==> src/rtl/field_packer.sv <==
// field_packer: gathers up to four 3-bit fields and emits one 16-bit word per field, flushing partial groups after an idle timeout
module field_packer #(
  parameter int FLUSH_TIMEOUT = 8,
  parameter int TO_W = 8
) (
  input  logic        i_clk,
  input  logic        i_rst_n,
  input  logic [2:0]  i_data,
  input  logic        i_valid,
  output logic        o_ready,
  output logic [15:0] o_data,
  output logic        o_valid,
  input  logic        i_ready,
  output logic        o_busy
);
  typedef enum logic {FILL, SEND} state_t;
  localparam logic [TO_W-1:0] TO_LAST = TO_W'(FLUSH_TIMEOUT - 1);
  state_t state_q, state_d;
  logic [1:0] cnt_q, cnt_d, sel_q, sel_d, last_q, last_d;
  logic [3:0][2:0] f_q, f_d;
  logic [TO_W-1:0] idle_q, idle_d;
  logic flushed_q, flushed_d;
  logic [15:0] data_q, data_d;
  logic accept;
  function automatic logic [15:0] pack(input logic [3:0][2:0] f, input logic [1:0] s,
                                       input logic last, input logic fl);
    return {last, fl, f[3], f[2], f[1], f[0], s};
  endfunction
  assign o_ready = state_q == FILL;
  assign o_valid = state_q == SEND;
  assign o_data  = data_q;
  assign o_busy  = state_q != FILL || cnt_q != 2'd0;
  assign accept  = i_valid & o_ready;
  always_comb begin
    state_d   = state_q;
    cnt_d     = cnt_q;
    sel_d     = sel_q;
    last_d    = last_q;
    f_d       = f_q;
    idle_d    = idle_q;
    flushed_d = flushed_q;
    data_d    = data_q;
    if (state_q == FILL) begin
      if (accept) begin
        f_d[cnt_q] = i_data;
        cnt_d      = cnt_q + 2'd1;
        idle_d     = '0;
        if (cnt_q == 2'd3) begin
          state_d   = SEND;
          sel_d     = 2'd0;
          last_d    = 2'd3;
          flushed_d = 1'b0;
          data_d    = pack(f_d, 2'd0, 1'b0, 1'b0);
        end
      end else if (cnt_q == 2'd0) begin
        idle_d = '0;
      end else if (FLUSH_TIMEOUT != 0 && idle_q == TO_LAST) begin
        // partial group: word count equals fields collected so far
        state_d   = SEND;
        sel_d     = 2'd0;
        last_d    = cnt_q - 2'd1;
        flushed_d = 1'b1;
        idle_d    = '0;
        data_d    = pack(f_d, 2'd0, cnt_q == 2'd1, 1'b1);
      end else begin
        idle_d = idle_q + TO_W'(1);
      end
    end else if (i_ready) begin
      if (sel_q == last_q) begin
        state_d = FILL;
        cnt_d   = 2'd0;
        sel_d   = 2'd0;
        f_d     = '0;
        idle_d  = '0;
        data_d  = 16'h0000;
      end else begin
        sel_d  = sel_q + 2'd1;
        data_d = pack(f_q, sel_d, sel_d == last_q, flushed_q);
      end
    end
  end
  always_ff @(posedge i_clk) begin
    if (!i_rst_n) begin
      state_q   <= FILL;
      cnt_q     <= 2'd0;
      sel_q     <= 2'd0;
      last_q    <= 2'd0;
      f_q       <= '0;
      idle_q    <= '0;
      flushed_q <= 1'b0;
      data_q    <= 16'h0000;
    end else begin
      state_q   <= state_d;
      cnt_q     <= cnt_d;
      sel_q     <= sel_d;
      last_q    <= last_d;
      f_q       <= f_d;
      idle_q    <= idle_d;
      flushed_q <= flushed_d;
      data_q    <= data_d;
    end
  end
endmodule

==> config.mk <==
export PLATFORM = sky130hd
export DESIGN_NAME = field_packer
export DESIGN_NICKNAME = d
export VERILOG_FILES = /design/src/rtl/field_packer.sv
export SDC_FILE = /design/constraint.sdc
export NUM_CORES = 1
export LEC_CHECK = 0
export CAP_MARGIN = 25
export CORE_UTILIZATION = 50
export DETAILED_ROUTE_END_ITERATION = 7
export PLACE_DENSITY_LB_ADDON = 0.15
export SETUP_SLACK_MARGIN = 0.4
export SKIP_LAST_GASP = 1
export SYNTH_ARGS = -nofsm -noshare
export SYNTH_HDL_FRONTEND = slang
export SYNTH_SLANG_ARGS = --single-unit
==> constraint.sdc <==
create_clock -name i_clk -period 1.7 [get_ports i_clk]
set_input_delay 0.51 -clock i_clk [delete_from_list [all_inputs] [get_ports i_clk]]
set_output_delay 0.51 -clock i_clk [all_outputs]
set_load 0.05 [all_outputs]
==> reports/results.md <==
| Step | Quantity | Reported |
|:---|:---|:---|
| yosys | Asr flop ratio synth | 0% |
| setup path | Max FO, Critical Path | 6 |
| route | Detailed Routing Iterations Pass 1 | 5 |
| global routing | GRT Total Usage | 33.1% |
| placed design | Pre-CTS WS | -0.408 ns |
| yosys | Distinct cell type count of the synthesized netlist | 50 |
| global routing | Global-route wire length before repair | 11100 um |
| sta | Hold violation count in the final report | 0 |
| yosys | Share of the yosys chip area belonging to registers | 38.9% |
| die | Floorplan die height | 67.7 um |
| final layout | Top library cells by usage in the layout, fill and taps aside | sky130_fd_sc_hd__buf_4, sky130_fd_sc_hd__nand2_1, sky130_fd_sc_hd__dfxtp_1, sky130_fd_sc_hd__buf_12, sky130_fd_sc_hd__buf_6 |
| yosys | Top FF cell, synth | sky130_fd_sc_hd__dfxtp_1 |
| setup path | Worst stage delay on the critical path | 0.34 ns |
| run status | Violated checks | setup timing |
| die | Row cnt | 23 |
| global routing | Remaining global-route overflow | 0 |
| run status | Outcome | complete, but fails checks |
| route | Vias post-DR | 2551 |
| pwr | Peak ir drop on the vdd network | 0.000362 V |
| sta | Slack of the critical path | -0.0915 ns |
| pwr | Leakage | 1.38 nW |
| yosys | Number of enable-type register cells in the synthesized netlist | 0 |
| route | Routed WL | 8740 um |
| sta | Worst clock skew | 0.00881 ns |
| placed design | Final weighted congestion in routability-driven placement | 0.826 |
| die | Horiz. Die Dim | 67.7 um |
| route | Post-DRT Antenna Nets | 0 |
| placed design | Count of placed standard cells including taps | 335 |
| sta | Pins over their slew limit | 0 |
| yosys | Synthesis Warnings | 0 |
| yosys | Post-Synthesis Net Count | 248 |
| global routing | Largest net degree at the start of global routing | 20 |
| clock network | Number of buffers created by CTS | 5 |
| die | Area of the placeable core | 0.00409 sq mm |
| final layout | Layout Utilization | 90.4% |
| setup path | Setup crit start kind | flip-flop |
| worst hold path | Hold crit path type | reg2reg |
| final layout | Most common cell after layout, fill and taps aside | sky130_fd_sc_hd__buf_4 |
| sta | Count of final setup violators | 18 |
| yosys | Post-synthesis register bit count | 42 |
| clock network | Cell at the root of the clock tree | sky130_fd_sc_hd__clkbuf_8 |
| route | Count of routing violations after the opening detailed-route iteration | 260 |
| clock network | Hold bufs inserted after CTS | 0 |
| final layout | Number of inserted diodes | 0 |
| setup path | Category of the most critical setup path | reg2reg |
| clock network | Later-pin clock latency in the skew report | 0.31 ns |
| job | Count of maximum capacitance violations | 0 |
| pwr | Power density relative to cell area | 588 mW/mm^2 |
| setup path | Required time of the worst setup path | 1.88 ns |
| die | Effective utilization at floorplan | 52.8% |
| yosys | Avg Inst Size Synth | 9.15 sq um |
| clock network | Clk pin slew, worst setup/hold paths | 0.09 ns |
| clock network | Maximum level of the CTS H-tree | 2 |
| sta | Final period util | 105% |
| route | Per-cell via count in the routed design | 6.73 |
| sta | RSZ-0062 raised after global routing | true |
| yosys | Post-synthesis instance total | 236 |
| route | Routed wire per std cell | 23.1 um |
| final layout | Nets@finish | 340 |
| die | Area of the die | 0.00459 sq mm |
| clock network | Sinks on the clock net | 42 |
| final layout | Synthesis-to-layout area growth | 71.0% |
| placed design | Post-detail-place hpwl | 3750 um |
| yosys | Cell area after synthesis | 0.00216 sq mm |
| setup path | Worst-path cell chain | buf_4 -> buf_4 -> ha_1 -> and3b_2 -> or2_2 -> o211ai_1 -> a221oi_2 |
| setup path | Critical path capture point type | flip-flop |
| sta | Slew at the pin closest to its max-slew limit | 0.422 ns |
| sta | Crit path time final | 1.79 ns |
| final layout | Post-layout instance count excluding filler cells | 379 |
| placed design | Quantity of I/O buffers inserted on ports | 25 |
| clock network | CTS Buffer Depth | 2 |
| global routing | Antenna violations before repair | 0 |
| sta | Hold Slack | 0.468 ns |
| setup path | Arrival time of the worst setup path | 1.97 ns |
| setup path | Slowest cell on crit path | sky130_fd_sc_hd__dfxtp_2 |
| sta | Rel. slew slack | 71.9% |
| die | I/O pins | 26 |
| route | Remaining DRCs | 0 |
| global routing | Via count of the first global-routing pass | 2250 |
| sta | Peak clock frequency supported by timing | 558 MHz |
| clock network | TritonCTS clock tree | built |
| final layout | Share of post-route cells with drive strength above 1 | 60.5% |
| setup path | Most frequent cell on the critical path | sky130_fd_sc_hd__buf_4 |
Yosys cell counts (4+ instances only):
master | n | share of area, %
sky130_fd_sc_hd__nand2_1 | 36 | 6.3
sky130_fd_sc_hd__ha_1 | 5 | 2.9
sky130_fd_sc_hd__nand3_1 | 15 | 3.5
sky130_fd_sc_hd__nor2_1 | 14 | 2.4
sky130_fd_sc_hd__a21oi_1 | 22 | 5.1
sky130_fd_sc_hd__or2_2 | 6 | 1.7
sky130_fd_sc_hd__o211ai_1 | 6 | 2.1
sky130_fd_sc_hd__a21bo_1 | 4 | 1.9
sky130_fd_sc_hd__clkbuf_1 | 4 | 0.70
sky130_fd_sc_hd__inv_1 | 5 | 0.87
sky130_fd_sc_hd__a221oi_1 | 4 | 1.6
sky130_fd_sc_hd__and3b_2 | 4 | 1.9
sky130_fd_sc_hd__o21ai_0 | 5 | 1.2
sky130_fd_sc_hd__a221oi_2 | 11 | 7.6
sky130_fd_sc_hd__dfxtp_1 | 42 | 39
sequential cells by signal (all words and copies together) (netlist names):
name / count
flushed_q: 1
f_q: 12
cnt_q: 2
o_valid: 1
last_q: 2
o_data: 15
sel_q: 1
idle_q: 8
final cells by class:
cell class | count | area [sq um]
tap | 50 | 62.6
fill | 157 | 394
sequential | 42 | 877
multi-input combinational | 177 | 1510
inverter | 7 | 41.3
clock inverter | 1 | 5.00
timing repair buffer | 95 | 1110
clock buffer | 7 | 86.3
critical path: cells and delay by family (launching register included):
kind	cells	cell delay (ns)
AND/OR/NAND/NOR	2	0.56
flip-flops	1	0.34
buffers and inverters	2	0.29
AO/OA/AOI/OAI	2	0.27
adder cells (fa/ha/maj)	1	0.20
repair_timing:
action / CTS / global route
endpoints found under the hold margin: 0 / 0
setup endpoints to repair: 61 / 61
gates resized for setup: 62 / 33
gates cloned: 3 / 1
pin swaps: 27 / 26
setup buffers: 23 / 9
routing by layer:
layer	up-vias	track usage, %	share of wire (%)
li1	1063	-	-
met3	66	7.60	7.7
met2	211	54.2	48
met4	0	19.7	5.4
met5	-	0	0
met1	1211	38.9	39
cell families (layout without fill, tap and decap cells):
logic type                 after synthesis  after routing  synth area share [%]
xor gates and xnor gates                 3              3                  1.22
buffers and inverters                   18            110                  4.63
AOI/OAI and AO/OA                       70             71                  27.6
muxes                                    4              4                  1.91
DFF                                     42             42                  38.9
and+or+nand+nor                         94             94                  22.8
adders and majority gates                5              5                  2.90
final timing paths:
kind                            slack [ns]          to  cells after the start      from
worst max-delay path                 -0.09  o_data[10]                      7  cnt_q[1]
worst min-delay path                  0.47      f_q[1]                      2    f_q[1]
worst max register to register       -0.09  o_data[10]                      7  cnt_q[1]
worst min register to register        0.47      f_q[1]                      2    f_q[1]
stage by stage:
step / instance area, sq um / total power [mW] / TNS (ns)
floorplan: 2270 / 1.21 / 0
global placement: 2950 / 1.34 / -11.24
detailed placement: 2950 / 1.35 / -12.15
CTS: 3480 / 2.09 / 0
global route: 3690 / 2.22 / -1.80
finish: 3690 / 2.17 / -0.706
power breakdown:
part,switching [mW],internal (mW)
logic,0.233,0.214
registers,0.0200,1.00
clock network,0.374,0.328
total,0.627,1.54
No activity file was read; power rests on OpenSTA's default activity.
